## config.mk

```make
export PLATFORM = sky130hd
export DESIGN_NAME = mux8t1_rr_arbiter
export DESIGN_NICKNAME = d
export VERILOG_FILES = /design/src/rtl/mux8t1_rr_arbiter.sv
export SDC_FILE = /design/constraint.sdc
export NUM_CORES = 1
export LEC_CHECK = 0
export CAP_MARGIN = 20
export CELL_PAD_IN_SITES_DETAIL_PLACEMENT = 1
export CELL_PAD_IN_SITES_GLOBAL_PLACEMENT = 2
export CORE_UTILIZATION = 40
export CTS_CLUSTER_SIZE = 28
export DETAILED_ROUTE_END_ITERATION = 10
export PLACE_DENSITY = 0.93
export SETUP_SLACK_MARGIN = 0.02
export SLEW_MARGIN = 20
export SYNTH_ARGS = -nofsm -noshare
export SYNTH_HDL_FRONTEND = slang
export SYNTH_SLANG_ARGS = --single-unit
```

## constraint.sdc

```tcl
create_clock -name clk -period 9.5 [get_ports clk]
set_clock_uncertainty 0.15 [all_clocks]
set_input_delay 1.425 -clock clk [delete_from_list [all_inputs] [get_ports clk]]
set_output_delay 1.425 -clock clk [all_outputs]
set_load 0.05 [all_outputs]
```

## src/rtl/mux8t1_rr_arbiter.sv

```systemverilog
// rtl/mux8t1_rr_arbiter.sv - round-robin arbiter driving the mux8t1 select for 8 requesters
// Optional macro ARB_LOCK_EN adds a lock input that suspends the hold limit for the current owner.
module mux8t1_rr_arbiter #(
  parameter int unsigned MAX_HOLD = 8
) (
  input  logic       clk,
  input  logic       rst,
  input  logic [7:0] req,
`ifdef ARB_LOCK_EN
  input  logic       lock,
`endif
  output logic [7:0] gnt,
  output logic [2:0] sel,
  output logic       busy,
  output logic       preempt
);

  typedef enum logic {IDLE, GRANT} state_t;

  localparam logic [7:0] MAX_HOLD_C   = 8'(MAX_HOLD);
  localparam bit         HOLD_LIMITED = (MAX_HOLD != 0);

  state_t     state_q, state_d;
  logic [7:0] gnt_q, gnt_d;
  logic [2:0] sel_q, sel_d;
  logic       busy_q, busy_d;
  logic       preempt_q, preempt_d;
  logic [2:0] last_q, last_d;
  logic [7:0] hold_q, hold_d;

  logic       lock_act;
  logic       pick_found;
  logic [2:0] pick_idx;
  logic [2:0] cand;
  logic       owner_req;
  logic       others;
  logic       limit_hit;

`ifdef ARB_LOCK_EN
  assign lock_act = lock;
`else
  assign lock_act = 1'b0;
`endif

  // Search starts one past the previous owner so every pending requester is served in turn.
  always_comb begin
    pick_found = 1'b0;
    pick_idx   = 3'd0;
    cand       = 3'd0;
    for (int k = 0; k < 8; k++) begin
      cand = last_q + 3'(k + 1);
      if (!pick_found && req[cand]) begin
        pick_found = 1'b1;
        pick_idx   = cand;
      end
    end
  end

  assign owner_req = req[sel_q];
  assign others    = |(req & ~gnt_q);
  assign limit_hit = HOLD_LIMITED && (hold_q >= MAX_HOLD_C) && !lock_act;

  always_comb begin
    state_d   = state_q;
    gnt_d     = gnt_q;
    sel_d     = sel_q;
    busy_d    = busy_q;
    preempt_d = 1'b0;
    last_d    = last_q;
    hold_d    = hold_q;
    case (state_q)
      IDLE: begin
        if (pick_found) begin
          gnt_d   = 8'(1) << pick_idx;
          sel_d   = pick_idx;
          busy_d  = 1'b1;
          hold_d  = 8'd1;
          state_d = GRANT;
        end
      end
      GRANT: begin
        if (!owner_req) begin
          gnt_d   = 8'h00;
          busy_d  = 1'b0;
          last_d  = sel_q;
          state_d = IDLE;
        end else if (limit_hit && others) begin
          gnt_d     = 8'h00;
          busy_d    = 1'b0;
          last_d    = sel_q;
          preempt_d = 1'b1;
          state_d   = IDLE;
        end else if (!limit_hit && hold_q != 8'hFF) begin
          hold_d = hold_q + 8'd1;
        end
      end
      default: state_d = IDLE;
    endcase
  end

  always_ff @(posedge clk or posedge rst) begin
    if (rst) begin
      state_q   <= IDLE;
      gnt_q     <= 8'h00;
      sel_q     <= 3'd0;
      busy_q    <= 1'b0;
      preempt_q <= 1'b0;
      last_q    <= 3'd7;
      hold_q    <= 8'd0;
    end else begin
      state_q   <= state_d;
      gnt_q     <= gnt_d;
      sel_q     <= sel_d;
      busy_q    <= busy_d;
      preempt_q <= preempt_d;
      last_q    <= last_d;
      hold_q    <= hold_d;
    end
  end

  assign gnt     = gnt_q;
  assign sel     = sel_q;
  assign busy    = busy_q;
  assign preempt = preempt_q;

endmodule

```

==> run summary, run 1 <==
run status: complete, no violations
WP depth: 8
Post-synth ARST share: 100%
EDFF count, synth: 0
hold path start: busy
DRT iter0 DRCs: 121
Die Y: 76.8 um
FF+latch count, synth: 25
Hold Crit Endpoint: busy
Critical Path AT: 4.46 ns
Rows: 26
vias in the first global route: 1,880
placed cell areas: 2460 um^2
Synth area leader: dfrtp_1
CTS tree: yes
Cell Area, Synth: 2240 um^2
Min Hold Slack: 0.335 ns
area delta synth->final: 12.8%
Crit path max-delay family: multiplexers
combinational power share: 71.9%
first-pass detailed-route iteration total: 4
CTS root buf: clkbuf_8
clk sink count: 25
Final Wtd Congestion: 0.829
Ys Warns: 0
Switch Pwr: 525 uW
Core ar.: 5240 um^2
Port Buffers: 22
ant diodes: 0
via count: 1,856
Hold Path Class: reg2reg
Max stage delay on crit path: 0.64 ns
final setup vio count: 0
share of Yosys cell area claimed by the top area cell type: 24.6%
drc violations: 0
worst r2r src: last_q[1]
Resize count post-CTS: 0
post-route cell area: 2530 um^2
Seq/Total Area, Yosys: 28.1%
clk slew on worst S/H paths: 0.09 ns
chip width: 76.8 um
All-Layer GR Usage: 21.6%
FMAX: 0.225 GHz
die area: 5900 um^2
clock power share: 6.5%
Post-DRT Antenna Nets: 0
Rel. slew slack: 49.5%
CTS buffer count: 3
crit path kind: in2reg
first-pass GRT wire length: 10,100 um
synth unique cells: 55
hpwl dp: 4540 um
Cells after Synth: 226
RSZ-0062 raised after global routing: false
Worst-Skew Late Latency: 0.27 ns
CP required: 9.53 ns
number of setup buffers added after CTS: 0
Startpoint Class: input pin
crit share post-route: 46.7%
H-tree levels: 1
maxcap violations: 0
Final Max Tran Viols: 0
Post-CTS Hold Buffers: 0
commonest cells after routing, fill and taps aside: 25 x nand2_1, 22 x dfrtp_1, 22 x clkdlybuf4s50_1
DR vias/cell: 6.11
number of buffers and inverters on the critical path: 1
Sw Share: 52.7%
maximum clock insertion buffer count: 2
internal power: 472 uW
Worst Tran Pin Value: 0.750 ns
io pins: 23
Starting Density: 42.8%
Detailed Route WL: 6070 um
crit path cell chain: clkdlybuf4s50_1 -> mux2_1 -> mux4_2 -> nor3_1 -> a41o_1 -> and2_1 -> nand2_1 -> o31ai_1
wire per inst: 20.0 um
Power Density: 395 nW/um^2
hold depth: 2
largest net degree at the start of global routing: 26
R2R Setup Slk: 5.19 ns
CP max-delay cell: clkdlybuf4s50_1
setup TNS: 0 ns
Worst IR Drop VDD: 173 uV
CP max FO: 18
Final Hold Viols: 0
syn avg cell area: 9.91 um^2
fillers: 604
sequential share of power: 21.6%
layout cell share with drive strength beyond 1: 17.9%
top post-synthesis cells by area: dfrtp_1 25%, mux4_2 14%, mux2i_1 8.0%
fin crit period: 4.44 ns
syn nets: 240
commonest non-fill, non-tap cell in the layout: nand2_1
Synth Flop Type: dfrtp_1
fin nets: 249
reg-to-reg endpoint: gnt[1]
kind of end point of the critical path: flop
gr ovfl total: 0
initial antenna violation count: 0
path depth of the worst reg2reg path: 9
P_leak: 0.00101 uW
==> power groups by stage <==
stage / logic, uW / clock network [uW] / registers [uW]
after floorplan: 544 / 0 / 219
after global placement: 697 / 0 / 218
after detailed placement: 711 / 0 / 220
after CTS: 716 / 67.3 / 217
after global routing: 775 / 70.6 / 225
final: 716 / 65.1 / 215
==> per-layer routing <==
metal / routed length [um] / global-route usage, % / vias up / share of wire [%]
li1: - / - / 867 / -
met1: 2990 / 30.5 / 946 / 49
met2: 2850 / 35.9 / 39 / 47
met3: 189 / 2.14 / 4 / 3.1
met4: 42 / 4.23 / 0 / 0.69
met5: 0 / 0 / - / 0
==> Yosys cell counts, types with 3 or more instances <==
cell      number
mux2i_1       18
nor2b_1        5
buf_2          5
o21ai_1        3
nor2_1         4
dfrtp_1       22
mux2_2         8
a21oi_1        5
xnor2_1        5
nand2_1       25
mux4_2        14
a21o_1         3
inv_1         12
nand3_1        4
ha_1           4
o21ai_0        7
nor4_1         3
a32o_1         4
o31ai_1        7
and2_1         9
clkbuf_1      12
dfstp_2        3
==> area by class of cell <==
type / count / area [um^2] / share of cell area [%]
repair buffers: 23 / 235 / 9.31
well taps: 70 / 87.6 / 3.47
flip-flops and latches: 25 / 629 / 24.9
clock inverters: 1 / 7.51 / 0.297
multi-input cells: 169 / 1480 / 58.4
inverters: 13 / 48.8 / 1.93
clock buffers: 3 / 41.3 / 1.63
==> how the worst max path moves through the flow <==
stage               endpoint       from  slack, ns
floorplan             gnt[1]  last_q[0]       5.83
global placement      gnt[0]     req[2]       4.83
detailed placement    gnt[4]     req[2]       4.84
CTS                   gnt[0]     req[2]       5.12
global route          gnt[4]     req[1]       4.89
finish                gnt[0]     req[1]       5.06
==> through the flow <==
step	util, %	cells	total power, uW	setup WS (ns)
finish	48.2	304	997	5.06
global placement	47.0	299	915	4.83
global route	48.2	304	1070	4.89
CTS	47.9	303	1000	5.12
floorplan	-	226	764	5.83
detailed placement	47.0	299	931	4.84
==> cell families (layout without fill, tap and decap cells) <==
kind of cell | count (synthesis) | count (layout) | synth area share, %
DFF | 25 | 25 | 28.1
adders and majority gates | 4 | 4 | 2.23
xor gates and xnor gates | 6 | 6 | 2.35
buffers and inverters | 32 | 40 | 5.98
and+or+nand+nor | 63 | 63 | 15.5
muxes | 42 | 42 | 27.3
AOI/OAI and AO/OA | 54 | 54 | 18.5
==> flip-flops by register name (all words and copies together), names as in the netlist <==
name and flops:
gnt 8, hold_q 8, last_q 3, sel 3, busy 1, preempt 1
state_q 1
==> worst register-to-register path: stages, from the launching register on <==
cell	delay, ns
dfstp_2	0.90
inv_1	0.23
ha_1	0.77
mux4_2	0.47
mux2i_1	0.40
o21ai_0	0.16
a31oi_1	0.19
nor2_1	0.07
o31ai_1	0.63
a32o_1	0.27
Power figures use the tool's default switching activity.
==> run 2, diff against run 1 <==
- CORE_UTILIZATION: 40 -> 33
- PLACE_DENSITY: 0.93 -> 0.83
- clock period: 9.5 -> 4 ns (I/O delays scaled with it)
==> run 2 against run 1 <==
Against the previous run:
- setup slack worse by 4.8 ns
- clock power grew 120%
- critical path type is now reg2reg
- final cell count is 5.9% higher
- wire length increased by 2.6%
- core utilization fell by 7.9 points
- combinational power grew to 2.6 times the previous value
==> run summary, run 2 (synthesis results as in run 1) <==
run status: complete, no violations
CP required: 4.06 ns
Rows: 29
Port Buffers: 22
Sequential cell area: 629 um^2
Core ar.: 6460 um^2
fillers: 742
internal power: 1190 uW
hpwl dp: 4740 um
fin crit period: 3.75 ns
initial antenna violation count: 0
Detailed Route WL: 6220 um
die area: 7120 um^2
io pins: 23
H-tree levels: 1
drc violations: 0
commonest non-fill, non-tap cell in the layout: nand2_1
R2R Setup Slk: 0.25 ns
hold path start: busy
Crit path max-delay family: compound AO/OA/AOI/OAI gates
Final Wtd Congestion: 0.862
Worst-Skew Late Latency: 0.27 ns
clk sink count: 25
maxcap violations: 0
commonest cells after routing, fill and taps aside: 25 x nand2_1, 22 x dfrtp_1, 22 x clkdlybuf4s50_1
worst r2r src: last_q[1]
combinational power share: 76.4%
reg-to-reg endpoint: gnt[1]
sequential share of power: 17.7%
RSZ-0062 raised after global routing: false
Final Hold Viols: 0
P_leak: 0.00106 uW
crit share post-route: 93.7%
vias in the first global route: 2,030
Metal-1 WL: 2720 um
crit path kind: reg2reg
FMAX: 0.267 GHz
multi-input logic area: 1480 um^2
Rel. slew slack: 37.1%
Worst IR Drop VDD: 469 uV
number of setup buffers added after CTS: 0
Final Max Tran Viols: 0
Die Y: 84.4 um
gr ovfl total: 0
maximum clock insertion buffer count: 2
Starting Density: 34.7%
ant diodes: 0
Resize count post-CTS: 0
Min Hold Slack: 0.331 ns
wire per inst: 19.3 um
CP max-delay cell: o31ai_1
first-pass GRT wire length: 10,500 um
first-pass detailed-route iteration total: 4
fin nets: 260
Worst Tran Pin Value: 0.943 ns
Max stage delay on crit path: 0.61 ns
Hold Path Class: reg2reg
Met3 Routed Length: 230 um
Startpoint Class: flop
crit path cell chain: inv_1 -> ha_1 -> buf_4 -> mux4_2 -> mux2i_1 -> o21ai_0 -> a31oi_1 -> nor2_1 -> o31ai_1 -> a32o_1
DR vias/cell: 5.95
final setup vio count: 0
kind of end point of the critical path: flop
clk slew on worst S/H paths: 0.09 ns
CTS tree: yes
All-Layer GR Usage: 18.5%
area delta synth->final: 16.4%
layout cell share with drive strength beyond 1: 21.2%
Sw Share: 51.5%
CP max FO: 8
via count: 1,915
Power Density: 943 nW/um^2
top sig layer: met4
path depth of the worst reg2reg path: 10
CTS root buf: clkbuf_8
clock power share: 6.0%
Critical Path AT: 3.81 ns
CTS buffer count: 3
metal2 WL: 3070 um
Post-DRT Antenna Nets: 0
Switch Pwr: 1270 uW
chip width: 84.4 um
number of buffers and inverters on the critical path: 2
Post-CTS Hold Buffers: 0
setup TNS: 0 ns
Hold Crit Endpoint: busy
largest net degree at the start of global routing: 26
hold depth: 2
DRT iter0 DRCs: 164
run 2: cell types whose count changed in the layout (fill, tap and decap cells not counted):
cell	before	now
buf_4	0	12
clkinvlp_4	1	0
buf_8	1	0
clkbuf_1	0	1
run 2: worst max-delay path by stage:
| stage | endpoint | startpoint | cells after the start |
|---|---|---|---|
| 2_1_floorplan | gnt[1] | last_q[0] | 13 |
| 3_3_place_gp | gnt[5] | req[2] | 8 |
| 3_5_place_dp | gnt[5] | req[2] | 8 |
| 4_1_cts | gnt[1] | last_q[1] | 10 |
| 5_1_grt | gnt[1] | last_q[1] | 10 |
| 6_report | gnt[1] | last_q[1] | 10 |
run 2: per-layer routing:
| metal | vias up | global-route usage [%] |
|---|---|---|
| li1 | 890 | - |
| met4 | 0 | 7.70 |
| met2 | 50 | 31.6 |
| met1 | 957 | 23.9 |
| met3 | 18 | 1.87 |
| met5 | - | 0 |
run 2: worst register-to-register path: cells and delay by family, from the launching register on:
family | cells | cell delay, ns
flip-flops | 1 | 0.54
adder cells (fa/ha/maj) | 1 | 0.58
AO/OA/AOI/OAI | 4 | 1.27
AND/OR/NAND/NOR | 1 | 0.08
multiplexers | 2 | 0.72
buffers and inverters | 2 | 0.34
run 2: stage by stage:
| step | std cells | power, uW | area (um^2) | utilization (%) | setup slack, ns |
|---|---|---|---|---|---|
| floorplan | 226 | 1810 | 2240 | - | 0.332 |
| global placement | 318 | 2270 | 2560 | 39.7 | 0.279 |
| detailed placement | 318 | 2310 | 2560 | 39.7 | 0.192 |
| CTS | 322 | 2470 | 2610 | 40.4 | 0.267 |
| global route | 322 | 2650 | 2610 | 40.4 | 0.0817 |
| finish | 322 | 2460 | 2610 | 40.4 | 0.252 |
run 2: power by group through the flow:
stage	Clock (uW)	Combinational [uW]	Sequential [uW]
6_report	146	1880	435
5_1_grt	165	2040	450
4_1_cts	151	1880	439
3_5_place_dp	0	1870	444
3_3_place_gp	0	1830	440
2_1_floorplan	0	1290	521
run 2: layout make-up:
cell class / count / share of cell area (%)
Sequential cell: 25 / 24.1
Clock buffer: 4 / 1.73
Multi-Input combinational cell: 169 / 56.6
Timing Repair Buffer: 34 / 11.9
Inverter: 13 / 1.87
Tap cell: 77 / 3.70
==> patch 1 (settings of run 2) <==
Build with the macro `ARB_LOCK_EN` defined.
--- a/src/rtl/mux8t1_rr_arbiter.sv
+++ b/src/rtl/mux8t1_rr_arbiter.sv
@@ -1,4 +1,6 @@
 // rtl/mux8t1_rr_arbiter.sv - round-robin arbiter driving the mux8t1 select for 8 requesters
 // Optional macro ARB_LOCK_EN adds a lock input that suspends the hold limit for the current owner.
+`define ARB_LOCK_EN
+
 module mux8t1_rr_arbiter #(
   parameter int unsigned MAX_HOLD = 8
Ports: changed (added lock); port bits go from 23 to 24. No check against the original RTL was run, so the function may have changed too.
==> patch 1 against run 2 <==
Synthesized cell count fell by 8.0%. Sequential cell count unchanged. Maximum frequency increased by 3.8%. Worst setup slack better by 0.14 ns. Critical endpoint unchanged. Largest cell class unchanged. Wire length shrank 10%. Highest routed layer unchanged. Via count down 9.1%. Final cell count down 5.6%. Synthesized area shrank 6.4%. Design area shrank 7.0%.
Power is left out: the tool's default activity adds up to more than one toggle a clock period on the data nets, which glitch-free logic cannot reach.
==> patch 1: results (changes against run 2) <==
Status
  • Status: complete, no violations

Routing
  • 1st-iter DRT viols: 76 (-54%)
  • Vias per cell: 5.72 (-3.8%)
  • Drt total wl: 5600 um (-10%)

Final layout
  • Final net count: 245 (-5.8%)
  • Fillers: 704 (-5.1%)
  • Layout cells sized above 1: 15.3% (-5.9 points)
  • Cell Count, Final, Fillers Out: 304 (-5.6%)

GRT
  • Number of global-route vias before repair: 1,723 (-15%)
  • Initial antenna violation count: 0 (unchanged)
  • Met2 global-route usage: 29.2% (-2.4 points)
  • Global-route wire length before repair: 9080 um (-13%)
  • Met3 usage: 1.67% (-0.20 points)
  • GR Layer Usage met1: 25.5% (+1.5 points)
  • Gr usage total: 18.1% (-0.37 points)

Logic synthesis
  • Synth cell types: 58 (+5.5%)
  • Top post-synthesis cells by area: dfrtp_1, mux4_2, nand2_1
  • Syn avg cell area: 10.1 sq um (+1.7%)
  • Mapped Nets: 223 (-7.1%)
  • Register area share after synthesis: 30.0% (+1.9 points)
  • Top_reg_cell synth: dfrtp_1
  • Most instantiated cells after synthesis: nand2_1, dfrtp_1, inv_1

Clock tree
  • Max clock buf depth: 2 (unchanged)
  • Num CTS Buffers: 3 (unchanged)
  • H-tree lvl count: 1 (unchanged)

Critical path
  • Max stage delay on crit path: 0.70 ns (+0.09 ns)
  • Arrival @ worst endpoint: 3.63 ns (-0.18 ns)
  • R2r startpoint: last_q[0]
  • Critical path's slowest cell: a31oi_1
  • CP max FO: 10 (+2)
  • Setup Crit Path Kind: flop to flop

STA
  • Worst slew pin tran: 0.960 ns (+0.0174 ns)

Place
  • Hpwl dp: 4300 um (-9.3%)
  • Port Buf Inserts: 23 (+4.5%)
  • Final GP Congestion: 0.838 (-2.7%)
  • Placement Cell Area: 2380 sq um (-7.2%)
[patch 1: cell count changes in the layout (fill, tap and decap cells not counted), sizes merged, moves of 4 or more]
| cell | delta |
|---|---|
| mux2 | -7 |
| buf | -10 |
| nor2 | +11 |
| nand2b | +4 |
| nor2b | -4 |
| and2 | -7 |
| mux2i | -8 |
| xor2 | +5 |
[patch 1: layout make-up]
class	count	area, sq um	share of cell area, %
Sequential cell	25	629	26.0
Timing Repair Buffer	25	245	10.1
Inverter	16	60.1	2.48
Multi-Input combinational cell	159	1350	55.6
Tap cell	75	93.8	3.87
Clock inverter	1	7.51	0.310
Clock buffer	3	41.3	1.70
[patch 1: worst paths after layout]
kind	depth (start not counted)	slack, ns	to
worst max-delay path	8	0.39	gnt[1]
worst min-delay path	2	0.34	busy
worst max register to register	8	0.39	gnt[1]
worst min register to register	2	0.34	busy
max in group asynchronous	2	2.42	gnt[4]
min in group asynchronous	2	0.69	hold_q[1]
[patch 1: routing by layer]
metal	wire length, um	part of all wire (%)	vias to the layer above
met5	0	0	-
met4	129	2.3	0
met3	196	3.5	10
met2	2520	45	44
met1	2760	49	861
li1	-	-	825
[patch 1: worst reg2reg max path, stage by stage, from the launching register on]
cell and delay [ns]:
dfstp_2 0.54, inv_1 0.09, ha_1 0.59, mux2i_1 0.17, mux4_2 0.50, a32o_1 0.33
a31oi_1 0.70, o21ai_2 0.19, o31ai_1 0.26
[patch 1: per-stage QoR]
stage               setup slack [ns]  util, %  hold slack [ns]
finish                         0.390     40.2            0.343
global route                   0.121     40.2            0.382
CTS                            0.322     40.2            0.349
detailed placement             0.354     39.4            0.325
global placement               0.507     39.4            0.319
floorplan                      0.694        -            0.360
[patch 1: cells by family after synthesis]
group | share of synthesized area (%)
AOI/OAI and AO/OA | 19.3
muxes | 20.8
xor gates and xnor gates | 4.60
DFF | 30.0
adders and majority gates | 2.39
and+or+nand+nor | 17.1
buffers and inverters | 5.67
==> patch 2 (flow settings as in run 2) <==
Made on the original files. Reset style: synchronous (`rst`), changed in one clocked block.
--- a/src/rtl/mux8t1_rr_arbiter.sv
+++ b/src/rtl/mux8t1_rr_arbiter.sv
@@ -99,5 +99,5 @@
   end
 
-  always_ff @(posedge clk or posedge rst) begin
+  always_ff @(posedge clk) begin
     if (rst) begin
       state_q   <= IDLE;
Check against the original RTL: differs if rst is asserted again (counterexample within 4 cycles, from zero or initial values and one cycle with rst high); with rst held inactive, the same outputs for 10 cycles.
==> patch 2 against run 2 <==
Design area rose by 3.0%. Worst setup slack better by 0.096 ns. Critical endpoint is now gnt[6]. Power shrank 24%. Sequential cell count is the same. Synthesized cell count up 19%. Synthesized area grew 3.2%. Largest power group unchanged. Wire length increased by 14%. Largest cell class unchanged.
==> patch 2: results (changes against run 2) <==
Critical path
  • Critical path's slowest cell: ha_1
  • R2R setup slack: 0.35 ns (+0.10 ns)
  • Cell family with most CP delay: compound AO/OA/AOI/OAI gates
  • CP startpoint: last_q[0]
  • R2r startpoint: last_q[0]
  • Max stage delay on crit path: 0.55 ns (-0.06 ns)
  • CP max FO: 9 (+1)
  • Worst R2R Path Depth: 11 (+1)
  • Reg-to-Reg End: gnt[6]

Power
  • VDD IR max: 0.000418 V (-11%)
  • Tot Pwr: 1.88 mW (-24%)
  • Clock share of power: 8.0% (+2.0 points)
  • Internal power: 0.928 mW (-22%)
  • Comb pwr: 1.36 mW (-28%)
  • Pleak: 1.02 nW (-4.6%)

Logic synthesis
  • Register area share after synthesis: 21.7% (-6.4 points)
  • Ys async rst share: 0% (-100 points)
  • Top post-synthesis cells by area: dfxtp_1, mux4_2, mux2i_1
  • Most instantiated cells after synthesis: dfxtp_1, nor2_1, inv_1
  • Mapped Nets: 282 (+18%)
  • Synth warn: 0 (unchanged)
  • Top_reg_cell synth: dfxtp_1
  • Synth cell types: 65 (+18%)

GRT
  • GR Layer Usage met1: 27.1% (+3.2 points)
  • Global-route wire length before repair: 11,700 um (+12%)
  • Gr usage total: 20.2% (+1.8 points)
  • Largest net degree at the start of global routing: 27 (+3.8%)
  • Met3 usage: 2.50% (+0.63 points)
  • Met2 global-route usage: 33.4% (+1.8 points)

Routing
  • Metal-1 WL: 3300 um (+22%)
  • DRT Pass-1 Iters: 4 (unchanged)
  • Vias post-DR: 2,197 (+15%)
  • 1st-iter DRT viols: 141 (-14%)
  • Metal2 WL: 3330 um (+8.7%)
  • WL met3: 289 um (+26%)
  • Drt total wl: 7080 um (+14%)

Clock tree
  • Setup Buffers After CTS: 0 (unchanged)
  • Max clock buf depth: 2 (unchanged)
  • Later-pin clock latency in the skew report: 0.27 ns (about the same)

Place
  • Hpwl dp: 5350 um (+13%)
  • Final GP Congestion: 0.903 (+4.7%)
  • Placement Cell Area: 2640 sq um (+3.0%)
  • Worst Setup Slack post-DPL: 0.159 ns (-0.0331 ns)
  • Port Buf Inserts: 22 (unchanged)

Worst hold path
  • Worst hold path startpoint: hold_q[7]
  • WHS Endpoint: hold_q[7]

Status
  • Status: complete, no violations

STA
  • Slew HR: 53.3% (+16 points)
  • Fin crit period: 3.65 ns (-0.0956 ns)

Final layout
  • Layout cells sized above 1: 15.5% (-5.7 points)
  • Fillers: 816 (+10%)
  • Final net count: 299 (+15%)

Die
  • Full die area: 7340 sq um (+3.1%)
## patch 2: cell type report
cell class,instances,area share (%)
Clock buffer,3,1.54
Tap cell,96,4.48
Multi-Input combinational cell,202,61.2
Inverter,21,2.94
Sequential cell,25,18.6
Clock inverter,1,0.186
Timing Repair Buffer,32,11.0
## patch 2: through the flow
stage                     std cells  utilization (%)  hold slack, ns
after floorplan                 268                -           0.278
after global placement          376             38.8           0.295
after detailed placement        376             38.8           0.304
after CTS                       380             39.5           0.332
after global routing            380             39.5           0.356
final                           380             39.5           0.318
## patch 2: cells by family after synthesis
| kind of cell | after synthesis | synth area share, % |
|---|---|---|
| flops | 25 | 21.7 |
| mux | 36 | 23.0 |
| fa+ha+maj | 4 | 2.17 |
| xor+xnor | 5 | 1.90 |
| compound gates | 77 | 25.5 |
| simple gates | 80 | 18.5 |
| buf+inv | 41 | 7.25 |
